## src/rtl/edge_pipe_ctrl_if.sv

```systemverilog
// Handshake bundle between the capture front end, the frame sequencer and
// the edge-detection pipeline.
//   master : capture/host side; drives run control, mode request, frame/data
//            valids and the pipeline output valid; observes sequencer outputs.
//   slave  : the sequencer (edge_pipe_ctrl).
// Signals:
//   iStart, iContinuous, iModeReq[1:0]  run control and requested filter mode
//   iFVAL, iDVAL                        frame / Bayer data valid from capture
//   iOutDVAL                            pipeline output pixel valid
//   oPipeRST_n, oPipeDVAL, oMode[1:0]   flush reset, gated valid, latched mode
//   oBusy, oFrameDone, oFrameErr        status
//   oOutCount[19:0]                     output pixels in current/last frame
interface edge_pipe_ctrl_if;
  logic        iStart;
  logic        iContinuous;
  logic [1:0]  iModeReq;
  logic        iFVAL;
  logic        iDVAL;
  logic        iOutDVAL;
  logic        oPipeRST_n;
  logic        oPipeDVAL;
  logic [1:0]  oMode;
  logic        oBusy;
  logic        oFrameDone;
  logic        oFrameErr;
  logic [19:0] oOutCount;

  modport master (
    output iStart, iContinuous, iModeReq, iFVAL, iDVAL, iOutDVAL,
    input  oPipeRST_n, oPipeDVAL, oMode, oBusy, oFrameDone, oFrameErr, oOutCount
  );

  modport slave (
    input  iStart, iContinuous, iModeReq, iFVAL, iDVAL, iOutDVAL,
    output oPipeRST_n, oPipeDVAL, oMode, oBusy, oFrameDone, oFrameErr, oOutCount
  );
endinterface

```

## src/rtl/edge_pipe_ctrl.sv

```systemverilog
// Frame-level sequencer for the edge-detection pipeline. Flushes the pipeline
// before each frame, admits Bayer data only for whole frames, latches the
// filter mode at start of frame, drains the pipeline after end of frame and
// reports per-frame completion and error.
// Ports:
//   iCLK  pixel clock
//   iRST  asynchronous active-low reset
//   bus   edge_pipe_ctrl_if.slave (run control, valids, mode, status, count)
// Optional build macro EDGE_PIPE_CTRL_STATS_EN adds:
//   oFrameCnt[15:0]  frames completed (wraps)
//   oErrCnt[15:0]    frames completed with error (wraps)
module edge_pipe_ctrl #(
  parameter int unsigned IN_PIXELS     = 1228800,
  parameter int unsigned OUT_PIXELS    = 307200,
  parameter int unsigned FLUSH_CYCLES  = 4,
  parameter int unsigned DRAIN_TIMEOUT = 4096
) (
  input  logic           iCLK,
  input  logic           iRST,
  edge_pipe_ctrl_if.slave bus
`ifdef EDGE_PIPE_CTRL_STATS_EN
  ,
  output logic [15:0]    oFrameCnt,
  output logic [15:0]    oErrCnt
`endif
);

  localparam int IN_W  = 21;
  localparam int OUT_W = 20;
  localparam logic [IN_W-1:0]  IN_PIX     = IN_W'(IN_PIXELS);
  localparam logic [OUT_W-1:0] OUT_PIX    = OUT_W'(OUT_PIXELS);
  localparam logic [15:0]      TMO_LAST   = 16'(DRAIN_TIMEOUT - 1);
  localparam logic [3:0]       FLUSH_LAST = 4'(FLUSH_CYCLES - 1);

  typedef enum logic [2:0] {
    IDLE, FLUSH, ARM, WAIT_SOF, RUN, DRAIN, DONE
  } state_t;

  function automatic logic [IN_W-1:0] sat_inc_in(input logic [IN_W-1:0] v);
    return (&v) ? v : v + 1'b1;
  endfunction

  function automatic logic [OUT_W-1:0] sat_inc_out(input logic [OUT_W-1:0] v);
    return (&v) ? v : v + 1'b1;
  endfunction

  state_t            state_q, state_d;
  logic              fval_q, fval_d;
  logic [1:0]        mode_q, mode_d;
  logic [3:0]        flush_cnt_q, flush_cnt_d;
  logic [15:0]       tmo_cnt_q, tmo_cnt_d;
  logic [IN_W-1:0]   in_cnt_q, in_cnt_d;
  logic [OUT_W-1:0]  out_cnt_q, out_cnt_d;
  logic              in_bad_q, in_bad_d;
  logic              tmo_hit_q, tmo_hit_d;
  logic              fval_rise, fval_fall, frame_err;

  assign fval_rise = bus.iFVAL & ~fval_q;
  assign fval_fall = ~bus.iFVAL & fval_q;
  assign frame_err = (state_q == DONE) &&
                     (in_bad_q || (out_cnt_q != OUT_PIX) || tmo_hit_q);

  always_comb begin
    state_d     = state_q;
    fval_d      = bus.iFVAL;
    mode_d      = mode_q;
    flush_cnt_d = '0;
    tmo_cnt_d   = '0;
    in_cnt_d    = in_cnt_q;
    out_cnt_d   = out_cnt_q;
    in_bad_d    = in_bad_q;
    tmo_hit_d   = tmo_hit_q;

    if ((state_q == RUN || state_q == DRAIN) && bus.iOutDVAL)
      out_cnt_d = sat_inc_out(out_cnt_q);

    case (state_q)
      IDLE: if (bus.iStart) state_d = FLUSH;
      FLUSH: begin
        if (!bus.iStart) state_d = IDLE;
        else begin
          flush_cnt_d = flush_cnt_q + 4'd1;
          if (flush_cnt_q == FLUSH_LAST) state_d = ARM;
        end
      end
      // Never join a frame already in flight: wait for a quiet FVAL first.
      ARM: begin
        if (!bus.iStart)     state_d = IDLE;
        else if (!bus.iFVAL) state_d = WAIT_SOF;
      end
      WAIT_SOF: begin
        if (!bus.iStart) state_d = IDLE;
        else if (fval_rise) begin
          mode_d    = bus.iModeReq;
          in_cnt_d  = '0;
          out_cnt_d = '0;
          in_bad_d  = 1'b0;
          tmo_hit_d = 1'b0;
          state_d   = RUN;
        end
      end
      RUN: begin
        if (bus.iDVAL) in_cnt_d = sat_inc_in(in_cnt_q);
        // Judge the input count including a pixel on the falling cycle itself.
        if (fval_fall) begin
          in_bad_d = (in_cnt_d != IN_PIX);
          state_d  = DRAIN;
        end
      end
      // Reaching the output count wins over a timeout in the same cycle.
      DRAIN: begin
        tmo_cnt_d = tmo_cnt_q + 16'd1;
        if (out_cnt_d >= OUT_PIX) state_d = DONE;
        else if (tmo_cnt_q == TMO_LAST) begin
          tmo_hit_d = 1'b1;
          state_d   = DONE;
        end
      end
      DONE:    state_d = (bus.iStart && bus.iContinuous) ? FLUSH : IDLE;
      default: state_d = IDLE;
    endcase
  end

  always_ff @(posedge iCLK or negedge iRST) begin
    if (!iRST) begin
      state_q     <= IDLE;
      fval_q      <= 1'b0;
      mode_q      <= 2'b00;
      flush_cnt_q <= '0;
      tmo_cnt_q   <= '0;
      in_cnt_q    <= '0;
      out_cnt_q   <= '0;
      in_bad_q    <= 1'b0;
      tmo_hit_q   <= 1'b0;
    end else begin
      state_q     <= state_d;
      fval_q      <= fval_d;
      mode_q      <= mode_d;
      flush_cnt_q <= flush_cnt_d;
      tmo_cnt_q   <= tmo_cnt_d;
      in_cnt_q    <= in_cnt_d;
      out_cnt_q   <= out_cnt_d;
      in_bad_q    <= in_bad_d;
      tmo_hit_q   <= tmo_hit_d;
    end
  end

  // Flush reset releases in the same cycle iStart drops.
  assign bus.oPipeRST_n = ~((state_q == FLUSH) && bus.iStart);
  assign bus.oPipeDVAL  = bus.iDVAL && (state_q == RUN);
  assign bus.oMode      = mode_q;
  assign bus.oBusy      = (state_q != IDLE);
  assign bus.oFrameDone = (state_q == DONE);
  assign bus.oFrameErr  = frame_err;
  assign bus.oOutCount  = out_cnt_q;

`ifdef EDGE_PIPE_CTRL_STATS_EN
  logic [15:0] frame_cnt_q, frame_cnt_d;
  logic [15:0] err_cnt_q, err_cnt_d;

  always_comb begin
    frame_cnt_d = frame_cnt_q;
    err_cnt_d   = err_cnt_q;
    if (state_q == DONE) frame_cnt_d = frame_cnt_q + 16'd1;
    if (frame_err)       err_cnt_d   = err_cnt_q + 16'd1;
  end

  always_ff @(posedge iCLK or negedge iRST) begin
    if (!iRST) begin
      frame_cnt_q <= '0;
      err_cnt_q   <= '0;
    end else begin
      frame_cnt_q <= frame_cnt_d;
      err_cnt_q   <= err_cnt_d;
    end
  end

  assign oFrameCnt = frame_cnt_q;
  assign oErrCnt   = err_cnt_q;
`endif

endmodule

```

## src/flat_wrapper.sv

```systemverilog
// flat-port wrapper written by rule: the top's interface ports become plain ports
module edge_pipe_ctrl_flat 
#(
  parameter int unsigned IN_PIXELS     = 1228800,
  parameter int unsigned OUT_PIXELS    = 307200,
  parameter int unsigned FLUSH_CYCLES  = 4,
  parameter int unsigned DRAIN_TIMEOUT = 4096
)
  (iCLK, iRST, bus_iStart, bus_iContinuous, bus_iModeReq, bus_iFVAL, bus_iDVAL, bus_iOutDVAL, bus_oPipeRST_n, bus_oPipeDVAL, bus_oMode, bus_oBusy, bus_oFrameDone, bus_oFrameErr, bus_oOutCount);
  edge_pipe_ctrl_if bus_i ();
  input  logic iCLK;
  input  logic iRST;
  input wire logic [$bits(bus_i.iStart)-1:0] bus_iStart;
  input wire logic [$bits(bus_i.iContinuous)-1:0] bus_iContinuous;
  input wire logic [$bits(bus_i.iModeReq)-1:0] bus_iModeReq;
  input wire logic [$bits(bus_i.iFVAL)-1:0] bus_iFVAL;
  input wire logic [$bits(bus_i.iDVAL)-1:0] bus_iDVAL;
  input wire logic [$bits(bus_i.iOutDVAL)-1:0] bus_iOutDVAL;
  output wire logic [$bits(bus_i.oPipeRST_n)-1:0] bus_oPipeRST_n;
  output wire logic [$bits(bus_i.oPipeDVAL)-1:0] bus_oPipeDVAL;
  output wire logic [$bits(bus_i.oMode)-1:0] bus_oMode;
  output wire logic [$bits(bus_i.oBusy)-1:0] bus_oBusy;
  output wire logic [$bits(bus_i.oFrameDone)-1:0] bus_oFrameDone;
  output wire logic [$bits(bus_i.oFrameErr)-1:0] bus_oFrameErr;
  output wire logic [$bits(bus_i.oOutCount)-1:0] bus_oOutCount;
  assign bus_i.iStart = bus_iStart;
  assign bus_i.iContinuous = bus_iContinuous;
  assign bus_i.iModeReq = bus_iModeReq;
  assign bus_i.iFVAL = bus_iFVAL;
  assign bus_i.iDVAL = bus_iDVAL;
  assign bus_i.iOutDVAL = bus_iOutDVAL;
  assign bus_oPipeRST_n = bus_i.oPipeRST_n;
  assign bus_oPipeDVAL = bus_i.oPipeDVAL;
  assign bus_oMode = bus_i.oMode;
  assign bus_oBusy = bus_i.oBusy;
  assign bus_oFrameDone = bus_i.oFrameDone;
  assign bus_oFrameErr = bus_i.oFrameErr;
  assign bus_oOutCount = bus_i.oOutCount;
  edge_pipe_ctrl #(.IN_PIXELS(IN_PIXELS), .OUT_PIXELS(OUT_PIXELS), .FLUSH_CYCLES(FLUSH_CYCLES), .DRAIN_TIMEOUT(DRAIN_TIMEOUT)) u_core (.iCLK(iCLK), .iRST(iRST), .bus(bus_i));
endmodule
```

## config.mk

```make
export PLATFORM = sky130hd
export DESIGN_NAME = edge_pipe_ctrl_flat
export DESIGN_NICKNAME = d
export VERILOG_FILES = /design/src/rtl/edge_pipe_ctrl_if.sv /design/src/rtl/edge_pipe_ctrl.sv /design/src/flat_wrapper.sv
export SDC_FILE = /design/constraint.sdc
export NUM_CORES = 1
export LEC_CHECK = 0
export CORE_UTILIZATION = 50
export CTS_CLUSTER_SIZE = 30
export DETAILED_ROUTE_END_ITERATION = 16
export GPL_ROUTABILITY_DRIVEN = 0
export PLACE_DENSITY = 0.77
export SLEW_MARGIN = 25
export SYNTH_ARGS = -nofsm -noshare
export SYNTH_HDL_FRONTEND = slang
export SYNTH_SLANG_ARGS = --single-unit
```

## constraint.sdc

```tcl
create_clock -name iCLK -period 3.6 [get_ports iCLK]
set_input_delay 0.54 -clock iCLK [delete_from_list [all_inputs] [get_ports iCLK]]
set_output_delay 0.54 -clock iCLK [all_outputs]
set_load 0.02 [all_outputs]
```

### Word level (Yosys, flattened, before mapping)

Index checks and enable logic that the tools add are counted.

* register bits: 69
* input port bits: 9

* $add $sub $neg: 4
* magnitude comparators: 1
* eq/ne operators: 20
* mux-type cells: 33
* bitwise gates (word level): 5
* reduce and logical (&&, ||, !) cells: 19

Operators with widths (count)
* $mux W21: 5
* $mux W20: 5
* $pmux W21 S2: 1
* $mux W3: 10
* $add A21 B1 Y21 const B: 1
* $ne A21 B21 Y1 const B: 1
* $pmux W3 S7: 1
* $reduce_and A21 Y1: 1
* $add A20 B1 Y20 const B: 1
* $ge A20 B19 Y1 const B: 1
* $ne A20 B19 Y1 const B: 1
* $reduce_and A20 Y1: 1
* $add A16 B1 Y16 const B: 1
* $eq A16 B12 Y1 const B: 1
* $mux W16: 1
* $eq A3 B3 Y1 const B: 3
* $mux W4: 2
* $ne A2 B2 Y1 const B: 4
* $eq A3 B2 Y1 const B: 2
* $mux W1: 6
* $ne A3 B2 Y1 const B: 2
* $ne A3 B3 Y1 const B: 2
* $reduce_and A3 Y1: 2
* $reduce_and A6 Y1: 1
* 14 further kinds: 26

### Depth between registers and ports, before layout

* word-level depth: 7
* mapped depth: 10
* depth with buffers taken out: 8

### Least setup slack after synthesis

Ideal clock, no wire load.

* path kind: reg-to-reg
* start point: register u_core.out_cnt_q[2], in the netlist u_core.bus.oOutCount[2]
* end point: register u_core.tmo_hit_q
* setup time: 122 ps
* arrival: 2520 ps
* required time: 3478 ps
* path slack: 958 ps
* cell stages (with the launch flop): 8
* cells stage by stage: dfrtp_1 > clkbuf_2 > nand4_1 > nor4_1 > nor3b_1 > mux2_2 > a2111o_1 > a32o_1

* longest elaborated chain between the ends: 6

Ends and longest elaborated chain
* start, declared: line edge_pipe_ctrl.sv:53 `logic [OUT_W-1:0] out_cnt_q, out_cnt_d;`
* start signal, assigned: line edge_pipe_ctrl.sv:142 `out_cnt_q <= out_cnt_d;`
* $add A20 B1 Y20 / $reduce_and A20 Y1 (equally long branches): line edge_pipe_ctrl.sv:44 `return (&v) ? v : v + 1'b1;`
* $mux W20: line edge_pipe_ctrl.sv:44
* $mux W20 *: line edge_pipe_ctrl.sv:74 `if ((state_q == RUN || state_q == DRAIN) && bus.iOutDVAL)`
* $ge A20 B19 Y1 *: line edge_pipe_ctrl.sv:113 `if (out_cnt_d >= OUT_PIX) state_d = DONE;`
* $ne A2 B2 Y1 (no source line) *
* $reduce_and A5 Y1 (no source line) *
* end signal, assigned: line edge_pipe_ctrl.sv:144 `tmo_hit_q <= tmo_hit_d;`
* end, declared: line edge_pipe_ctrl.sv:55 `logic tmo_hit_q, tmo_hit_d;`

Mark *: on every way between the ends. The rest lies on a longest branch, timed or not.
A chain may end at the register's enable or synchronous reset.

### Worst setup path in the final report

* start point: register u_core.in_cnt_q[0]
* end point: register u_core.in_bad_q

* longest elaborated chain between the ends: 7

Ends and longest elaborated chain
* start, declared: line edge_pipe_ctrl.sv:52 `logic [IN_W-1:0] in_cnt_q, in_cnt_d;`
* start signal, assigned: line edge_pipe_ctrl.sv:141 `in_cnt_q <= in_cnt_d;`
* $add A21 B1 Y21 / $reduce_and A21 Y1 (equally long branches): line edge_pipe_ctrl.sv:40 `return (&v) ? v : v + 1'b1;`
* $mux W21: line edge_pipe_ctrl.sv:40
* $mux W21 *: line edge_pipe_ctrl.sv:103 `if (bus.iDVAL) in_cnt_d = sat_inc_in(in_cnt_q);`
* $mux W21 *: line edge_pipe_ctrl.sv:77 `case (state_q)`
* $ne A21 B21 Y1 *: line edge_pipe_ctrl.sv:106 `in_bad_d = (in_cnt_d != IN_PIX);`
* $mux W1 *: line edge_pipe_ctrl.sv:105 `if (fval_fall) begin`
* $pmux W1 S2 *: line edge_pipe_ctrl.sv:77
* end signal, assigned: line edge_pipe_ctrl.sv:143 `in_bad_q <= in_bad_d;`
* end, declared: line edge_pipe_ctrl.sv:54 `logic in_bad_q, in_bad_d;`

Mark *: on every way between the ends. The rest lies on a longest branch, timed or not. The select of a mux whose other input is x is not followed.

==> out/metrics.yaml <==
status: "complete, no violations"
synth.most_common_cell: "nor2_1"
finalSetupViolCount: 0
drt_wl_total_um: 9840
grt_start_max_net_pins: 70
rows: 32
synth-edff-count: 0
area_delta_synth_final_pct: 14.9
grt_antenna_before_repair: 0
crit_path_top_delay_cell: "or4_4"
finalWorstPathRequiredPeriod_ns: 2.79
grt_pass1_vias: 3431
path_cells: "ha_1, nand2_1, nor3_1, nand3_1, mux2i_1, or4_4, nor4b_2, a31oi_1"
finalSetupTns_ns: 0
synth_top_area_share_pct: 41.6
fillers: 687
synth_compound_area_share_pct: 15.8
worst_slew_pin_slew_ns: 0.871
synthTopCellsByCount: "nor2_1, dfrtp_1, nand2_1"
worst_setup_path_end_kind: "flop"
die_area_um2: 8660
drc: 0
synthDistinctLibCells: 59
cap_violations: 0
slew_headroom_pct: 41.9
synthAdderAreaFrac_pct: 1.51
cts_root_buf: "clkbuf_8"
pwr_density_cell_nw_per_um2: 396
critPathTopFamily: "simple AND/OR/NAND/NOR gates"
hold_viol_final: 0
drt_iter0_drc: 214
dp_hpwl_um: 6820
required_ns: 3.82
synth_mux_area_share_pct: 1.24
rsz0062_at_grt: "false"
die_x_um: 93.1
cellLeakagePower_nw: 1.95
cts_tree: "yes"
synth.area.top_cells: "dfrtp_1, nor2_1, nand2_1"
start_util_pct: 52.6
synth-xor-area-share_pct: 6.76
synth_cells: 489
wire_per_inst_um: 15.9
yosysTopAreaCell: "dfrtp_1"
ys_warn_count: 0
grt_pass1_wl_um: 16800
synth-seq-cells: 69
crit_buf_inv: 0
track_usage_pct: 24.3
worst-path-max-fanout: 6
fmax_mhz: 359
peakVddDrop_v: 0.000311
clock_latency_ns: 0.35
clock_skew_ns: 0.00979
cp.arrival_ns: 3.01
fin_ws_ns: 0.813
cp-start-kind: "flop"
nets: 527
hold_class: "input pin to async pin"
cts.sinks: 69
synth_top_family_by_area: "simple AND/OR/NAND/NOR gates"
ys_async_sr_fraction_pct: 100
worstSetupPathType: "flop to flop"
viasPerCell: 6.09
slowest_delay_ns: 0.56
fin_crit_sh_pct: 77.4
clkSlewWorstSetupHoldPaths_ns: 0.09
cts_setup_buffers: 0
pre_cts_slack_ns: 0.543
ant_nets: 0
dieHeight_um: 93.1
cts_buffer_depth: 2
ios: 36
via_count: 3776
drt-pass1-iter-count: 5
cts-buffers-inserted: 9
synth.avg_cell_area_um2: 8.48
drive_gt1_share_pct: 6.37
synth_top_flop_cell: "dfrtp_1"
slew_viol_final: 0
htree_levels: 3
cts_hold_buf: 0
yosysSeqAreaShare_pct: 41.6
io_buffers: 35
syn_area_um2: 4150
cts-resized-gates: 0
overflow: 0
synth_nets: 503
core_area_um2: 7890
yosys.area_share.simple_pct: 28.6
n_antenna_cell: 0
-- state kept, by name, summed over array words and instances, names as in the netlist --
register              flops
u_core.in_cnt_q          21
u_core.bus.oMode          2
u_core.fval_q             1
u_core.tmo_hit_q          1
u_core.state_q            3
u_core.tmo_cnt_q         16
u_core.bus.oOutCount     20
u_core.in_bad_q           1
u_core.flush_cnt_q        4
-- stage by stage --
stage	hold WS [ns]	cells	power (mW)	area (um2)	util (%)
after floorplan	0.244	489	1.03	4150	-
final	0.366	620	1.89	4760	60.4
after detailed placement	0.465	604	1.17	4540	57.5
after global placement	0.455	604	1.16	4540	57.5
after global routing	0.456	620	1.98	4760	60.4
after CTS	0.422	620	1.91	4760	60.4
-- cell families after synthesis --
family,Yosys count
buffers and inverters,43
adders and majority gates,5
muxes,5
and+or+nand+nor,235
DFF,69
xor gates and xnor gates,32
AOI/OAI and AO/OA,100
-- final timing paths --
check	startpoint	to	slack, ns	cells after the start
setup reg to reg	u_core.in_cnt_q[0]$_DFFE_PN0P_	u_core.in_bad_q$_DFFE_PN0P_	0.81	8
setup / recovery	u_core.in_cnt_q[0]$_DFFE_PN0P_	u_core.in_bad_q$_DFFE_PN0P_	0.81	8
min in group iCLK	u_core.bus.oMode[0]$_DFFE_PN0P_	u_core.bus.oMode[0]$_DFFE_PN0P_	0.48	2
hold / removal	iRST	u_core.bus.oOutCount[11]$_DFF_PN0_	0.37	2
hold reg to reg	u_core.bus.oMode[0]$_DFFE_PN0P_	u_core.bus.oMode[0]$_DFFE_PN0P_	0.48	2
max in group asynchronous	iRST	u_core.in_cnt_q[14]$_DFFE_PN0P_	2.65	2
-- routing by layer --
metal	vias to the layer above	GRT usage [%]	part of all wire, %
met5	-	0	0
met4	0	6.79	1.5
met3	18	4.31	6.1
met2	153	38.4	47
met1	1810	34.2	46
li1	1795	-	-
-- area by class of cell --
class / instances / area, um2 / area share [%]
clock buffers: 9 / 124 / 2.60
flip-flops and latches: 69 / 1730 / 36.2
well taps: 102 / 128 / 2.68
multi-input cells: 377 / 2230 / 46.9
clock inverters: 7 / 105 / 2.21
repair buffers: 41 / 390 / 8.19
inverters: 15 / 56.3 / 1.18
-- layout by cell type, fill, tap and decap left out, types with 6 or more instances in the layout --
| master | instances |
|---|---|
| a21oi_1 | 18 |
| nor3_1 | 11 |
| clkbuf_8 | 9 |
| nor4_1 | 7 |
| inv_1 | 15 |
| dfrtp_1 | 69 |
| xor2_1 | 20 |
| a31oi_1 | 10 |
| clkdlybuf4s50_1 | 34 |
| nand4_1 | 19 |
| o21ai_0 | 32 |
| buf_4 | 6 |
| nor2_1 | 70 |
| xnor2_1 | 12 |
| nand3_1 | 24 |
| nand2_1 | 52 |
| and3_1 | 10 |
-- where the power goes --
part           total, mW  internal, mW  switching, mW
combinational      0.276         0.122          0.153
clock              0.731         0.401          0.331
sequential         0.878         0.812         0.0665
-- worst reg2reg max path, stage by stage (launching register included) --
cell and delay, ns:
dfrtp_1 0.44, ha_1 0.26, nand2_1 0.16, nor3_1 0.51
nand3_1 0.18, mux2i_1 0.18, or4_4 0.56, nor4b_2 0.28
a31oi_1 0.11
No activity file was read; power rests on OpenSTA's default activity.
==> variant 1 (config.mk and constraints unchanged) <==
The 7 states of `state_t` get a one-hot encoding in 7 bits.
--- a/src/rtl/edge_pipe_ctrl.sv
+++ b/src/rtl/edge_pipe_ctrl.sv
@@ -34,4 +34,4 @@
 
-  typedef enum logic [2:0] {
-    IDLE, FLUSH, ARM, WAIT_SOF, RUN, DRAIN, DONE
+  typedef enum logic [6:0] {
+    IDLE = 7'b0000001, FLUSH = 7'b0000010, ARM = 7'b0000100, WAIT_SOF = 7'b0001000, RUN = 7'b0010000, DRAIN = 7'b0100000, DONE = 7'b1000000
   } state_t;
Check against the original RTL: same outputs for any inputs over 10 cycles, from zero or initial values and one cycle with iRST low; not proved beyond that.
==> variant 1 against the unedited design <==
Worst setup slack worse by 0.19 ns; count of clock-buffer cells in the layout up 2; cell count up 2.7%; synthesized cell count up 1.8%; sequential power down 1%; combinational power down 34%; wire length up 5.1%; sequential cell count up 4; power down 5.5%; final area up 4.5%; clock skew down 0.0016 ns; synthesized area up 3.8%; largest power group unchanged.
==> variant 1: results <==
set metrics [dict create \
    drtIter0Drc 303 \
    grt_pass1_vias 3693 \
    grt_pass1_wl_microns 17150 \
    clock_latency_ns 0.34 \
    track_usage 0.2426 \
    drtPass1Iterations 5 \
    path_max_fanout 7 \
    ys_top_cells_by_area "dfrtp_1 (42%), nor2_1 (5.8%), nand2_1 (4.8%), xor2_1 (4.5%), o21ai_0 (4.3%)" \
    antenna_found_initial 0 \
    cts_buffers 9 \
    avgViaCountPerCell 6.187 \
    slew_headroom 0.5721 \
    layout.nets 541 \
    crit_path_start "u_core.state_q[1]" \
    synthTopCellsByCount "dfrtp_1 (72), nor2_1 (66), nand2_1 (55), o21ai_0 (37), nand3_1 (32)" \
    synth.net_count 512 \
    routed_wl_microns 10350 \
    status "finished, final reports clean" \
    drive_above_1_share 0.07331 \
    leakage_nw 2.001 \
    hold_path.class "input pin to async pin" \
    grt_start_max_net_pins 74 \
    switching_share 0.2492 \
    cp_slowest_stage_delay_ns 0.60 \
    fin_crit_sh 0.8262 \
    cp_data_arrival_time_ns 2.43 \
    vdd_drop_max_mv 0.2135 \
    synth_cell_type_count 60 \
    finalClockSkew_ns 0.008147 \
    dp.final_hpwl_microns 7092 \
    synth.yosys.seq_area_share 0.4247 \
    post-place-ws_ns 0.6830 \
    slowest_stage "clkdlybuf4s50_1" \
    setup.worst_path.end "bus_oFrameErr" \
    synthFlopType "dfrtp_1" \
    clkTransAtPathRegs_ns 0.08 \
]
==> variant 1: changes by cell type after synthesis, sizes merged, moves of 3 or more <==
cell    delta
nand3      +8
nand2b     +4
nand2      +3
or3        +4
nor3b      -3
buf        -7
inv        -4
o21ai      +7
o21a       -3
dfrtp      +3
mux2       +4
a31oi      -6
==> variant 1: kinds of logic after synthesis <==
family          share of synthesized area
xor+xnor                          0.06918
simple gates                       0.2971
compound gates                     0.1465
buf+inv                           0.03023
flops                              0.4247
mux                               0.01773
fa+ha+maj                         0.01453
==> variant 1: final cells by class <==
cell class | count | area [sq um]
multi-input cells | 393 | 2351
inverters | 11 | 41.29
clock buffers | 11 | 151.4
clock inverters | 5 | 77.57
flip-flops and latches | 73 | 1828
fillers | 726 | 3279
repair buffers | 39 | 397.9
well taps | 105 | 131.4
==> variant 1: through the flow <==
stage / power (W) / util / cells / cell area, sq um / hold WS (ns)
2_1_floorplan: 0.0009886 / - / 498 / 4304 / 0.2444
3_3_place_gp: 0.001053 / 0.5718 / 620 / 4722 / 0.4486
3_5_place_dp: 0.001060 / 0.5718 / 620 / 4722 / 0.4704
4_1_cts: 0.001791 / 0.5995 / 636 / 4951 / 0.3582
5_1_grt: 0.001851 / 0.6029 / 637 / 4979 / 0.1041
6_report: 0.001783 / 0.6029 / 637 / 4979 / 0.09497
==> variant 1: critical path, delay by kind of cell (launching register included) <==
| family | cells | cell delay (ns) |
|---|---|---|
| AO/OA/AOI/OAI | 1 | 0.23 |
| buffers and inverters | 1 | 0.60 |
| flip-flops | 1 | 0.46 |
| AND/OR/NAND/NOR | 3 | 0.79 |
==> variant 1: power groups by stage <==
stage | Clock, W | Sequential [W] | Combinational [W]
after global placement | 0 | 0.000881 | 0.000172
after CTS | 0.000746 | 0.000866 | 0.000179
after detailed placement | 0 | 0.000882 | 0.000178
final | 0.000735 | 0.000867 | 0.000181
after floorplan | 0 | 0.000875 | 0.000114
after global routing | 0.000781 | 0.000870 | 0.000200
==> variant 1: how the worst min path moves through the flow <==
stage | from | end | slack [ns] | depth (start not counted)
after floorplan | iRST | u_core.bus.oMode[0] | 0.24 | 0
after global placement | u_core.flush_cnt_q[0] | u_core.flush_cnt_q[0] | 0.45 | 1
after detailed placement | u_core.flush_cnt_q[0] | u_core.flush_cnt_q[0] | 0.47 | 1
after CTS | iRST | u_core.tmo_cnt_q[10] | 0.36 | 1
after global routing | iRST | u_core.flush_cnt_q[1] | 0.10 | 1
final | iRST | u_core.flush_cnt_q[0] | 0.09 | 1
==> variant 1: per-layer routing <==
metal	GRT usage	routed length [microns]
met4	0.1098	193
met5	0	0
met2	0.3807	4846
met1	0.3304	4616
met3	0.03704	690
==> variant 2 (same flow settings) <==
Without the edit above. `OUT_PIXELS` is set to 307200 in 2 places; all go to 262144.
--- a/src/rtl/edge_pipe_ctrl.sv
+++ b/src/rtl/edge_pipe_ctrl.sv
@@ -13,3 +13,3 @@
   parameter int unsigned IN_PIXELS     = 1228800,
-  parameter int unsigned OUT_PIXELS    = 307200,
+  parameter int unsigned OUT_PIXELS    = 262144,
   parameter int unsigned FLUSH_CYCLES  = 4,
--- a/src/flat_wrapper.sv
+++ b/src/flat_wrapper.sv
@@ -4,3 +4,3 @@
   parameter int unsigned IN_PIXELS     = 1228800,
-  parameter int unsigned OUT_PIXELS    = 307200,
+  parameter int unsigned OUT_PIXELS    = 262144,
   parameter int unsigned FLUSH_CYCLES  = 4,
Behaviour: no difference found for any inputs over 10 cycles, from zero or initial values and one cycle with iRST low; that may be too few to reach the edited logic, so the function may still have changed.
==> variant 2 against the unedited design <==
Sequential share of layout area grew 0.56 points; final area down 1.5%; largest cell class unchanged; worst setup slack improved by 0.0078 ns; wire length is 4.6% lower; sequential cell count is the same; synthesized area fell by 1.1%; critical endpoint is now bus_oPipeRST_n; core utilization decreased by 0.62 points; critical path type is now input pin to output port; global-route usage down 1.1 points.
Power is not compared: it rests on default switching activity, and its combinational part moved more than twofold at a synthesized area within 25%.
==> variant 2: results <==
set metrics [dict create \
    hold_path.class "input pin to async pin" \
    synth.net_count 476 \
    grt_start_max_net_pins 32 \
    finalClockSkew_ns 0.008107 \
    cp_top_family "buffers and inverters" \
    grtUsageMet2 0.3642 \
    clockBufferDepth 2 \
    antenna_found_initial 0 \
    crit_path_start "bus_iStart" \
    synth_compound_area_frac 0.1436 \
    ys_top_cells_by_area "dfrtp_1 (42%), nor2_1 (4.8%), nand2_1 (4.8%), xnor2_1 (4.1%), xor2_1 (4.1%)" \
    use_met1 0.3089 \
    path_max_fanout 5 \
    status "finished, final reports clean" \
    synth.yosys.seq_area_share 0.4209 \
    rrSetupSlack_ns 0.94 \
    worstMarginPinSlew_ns 0.7291 \
    leakage_nw 1.897 \
    cts.repair.resized 0 \
    synthArstFlopShare 1.000 \
    clock_latency_ns 0.35 \
    grt_pass1_vias 3383 \
    drtIter0Drc 160 \
    vdd_drop_max_mv 0.2732 \
    root_buffer "clkbuf_8" \
    htree_levels 3 \
    place_area_sq_um 4494 \
    muxShareOfSynthArea 0.002440 \
    track_usage 0.2322 \
    insertedDiodeCount 0 \
    layout.nets 502 \
    cp_data_arrival_time_ns 2.24 \
    setup.worst_path.end "bus_oPipeRST_n" \
    cts_buffers 9 \
    switching_share 0.3599 \
    dp.final_hpwl_microns 6511 \
    use_met3 0.03695 \
    synthTopCellsByCount "dfrtp_1 (69), nor2_1 (53), nand2_1 (52), o21ai_0 (31), nand3_1 (25)" \
    largest_reg_flops 21 \
    synth-xor-area-share 0.08112 \
    clkTransAtPathRegs_ns 0.08 \
    period_needed_ns 2.779 \
    synthAdderAreaFrac 0.01525 \
    r2r-start "u_core.in_cnt_q[0]" \
    drtPass1Iterations 5 \
    worstRegToRegCells 8 \
    largest-register "u_core.in_cnt_q" \
    nFillCells 687 \
    drive_above_1_share 0.09736 \
    slowest_stage "clkdlybuf4s50_1" \
    post_cts_buffers 0 \
    synth_cell_type_count 65 \
    yosysWarnings 0 \
    vias 3565 \
    routed_wl_microns 9385 \
    r2r-end "u_core.in_bad_q" \
    cp_slowest_stage_delay_ns 0.55 \
    ant_nets 0 \
    grt_pass1_wl_microns 15760 \
    portBuffers 35 \
]
## variant 2: metrics by stage
step	cells	setup WS [ns]	utilization	hold WS (ns)	power [W]
4_1_cts	595	0.8192	0.5979	0.07100	0.002237
5_1_grt	595	0.6653	0.5979	0.08305	0.002352
3_5_place_dp	579	0.8168	0.5727	0.4564	0.001587
6_report	595	0.8205	0.5979	0.08114	0.002223
3_3_place_gp	579	0.8623	0.5727	0.4475	0.001571
2_1_floorplan	462	1.295	-	0.2444	0.001357
## variant 2: kinds of logic (layout without fill, tap and decap cells)
family / after synthesis / in the layout
AOI/OAI and AO/OA: 88 / 88
DFF: 69 / 69
muxes: 1 / 1
and+or+nand+nor: 229 / 229
adders and majority gates: 5 / 5
xor gates and xnor gates: 38 / 38
buffers and inverters: 32 / 63
## variant 2: power by group through the flow
| stage | Combinational [W] | Clock (W) | Sequential [W] |
|---|---|---|---|
| final | 0.000609 | 0.000644 | 0.000970 |
| after global routing | 0.000673 | 0.000694 | 0.000985 |
| after CTS | 0.000610 | 0.000660 | 0.000967 |
| after detailed placement | 0.000604 | 0 | 0.000982 |
| after global placement | 0.000591 | 0 | 0.000979 |
| after floorplan | 0.000376 | 0 | 0.000981 |
## variant 2: layout make-up
| class | instances | area (sq um) | area share |
|---|---|---|---|
| clock inverters | 7 | 73.82 | 0.01573 |
| repair buffers | 39 | 375.4 | 0.08000 |
| clock buffers | 9 | 123.9 | 0.02640 |
| flip-flops and latches | 69 | 1727 | 0.3680 |
| multi-input cells | 361 | 2235 | 0.4763 |
| well taps | 102 | 127.6 | 0.02720 |
| inverters | 8 | 30.03 | 0.006400 |
## variant 2: metal layers
layer / vias to the layer above / wire (microns)
met1: 1718 / 4230
met4: 0 / 240
met2: 115 / 4407
met3: 21 / 506
met5: - / 0
li1: 1711 / -
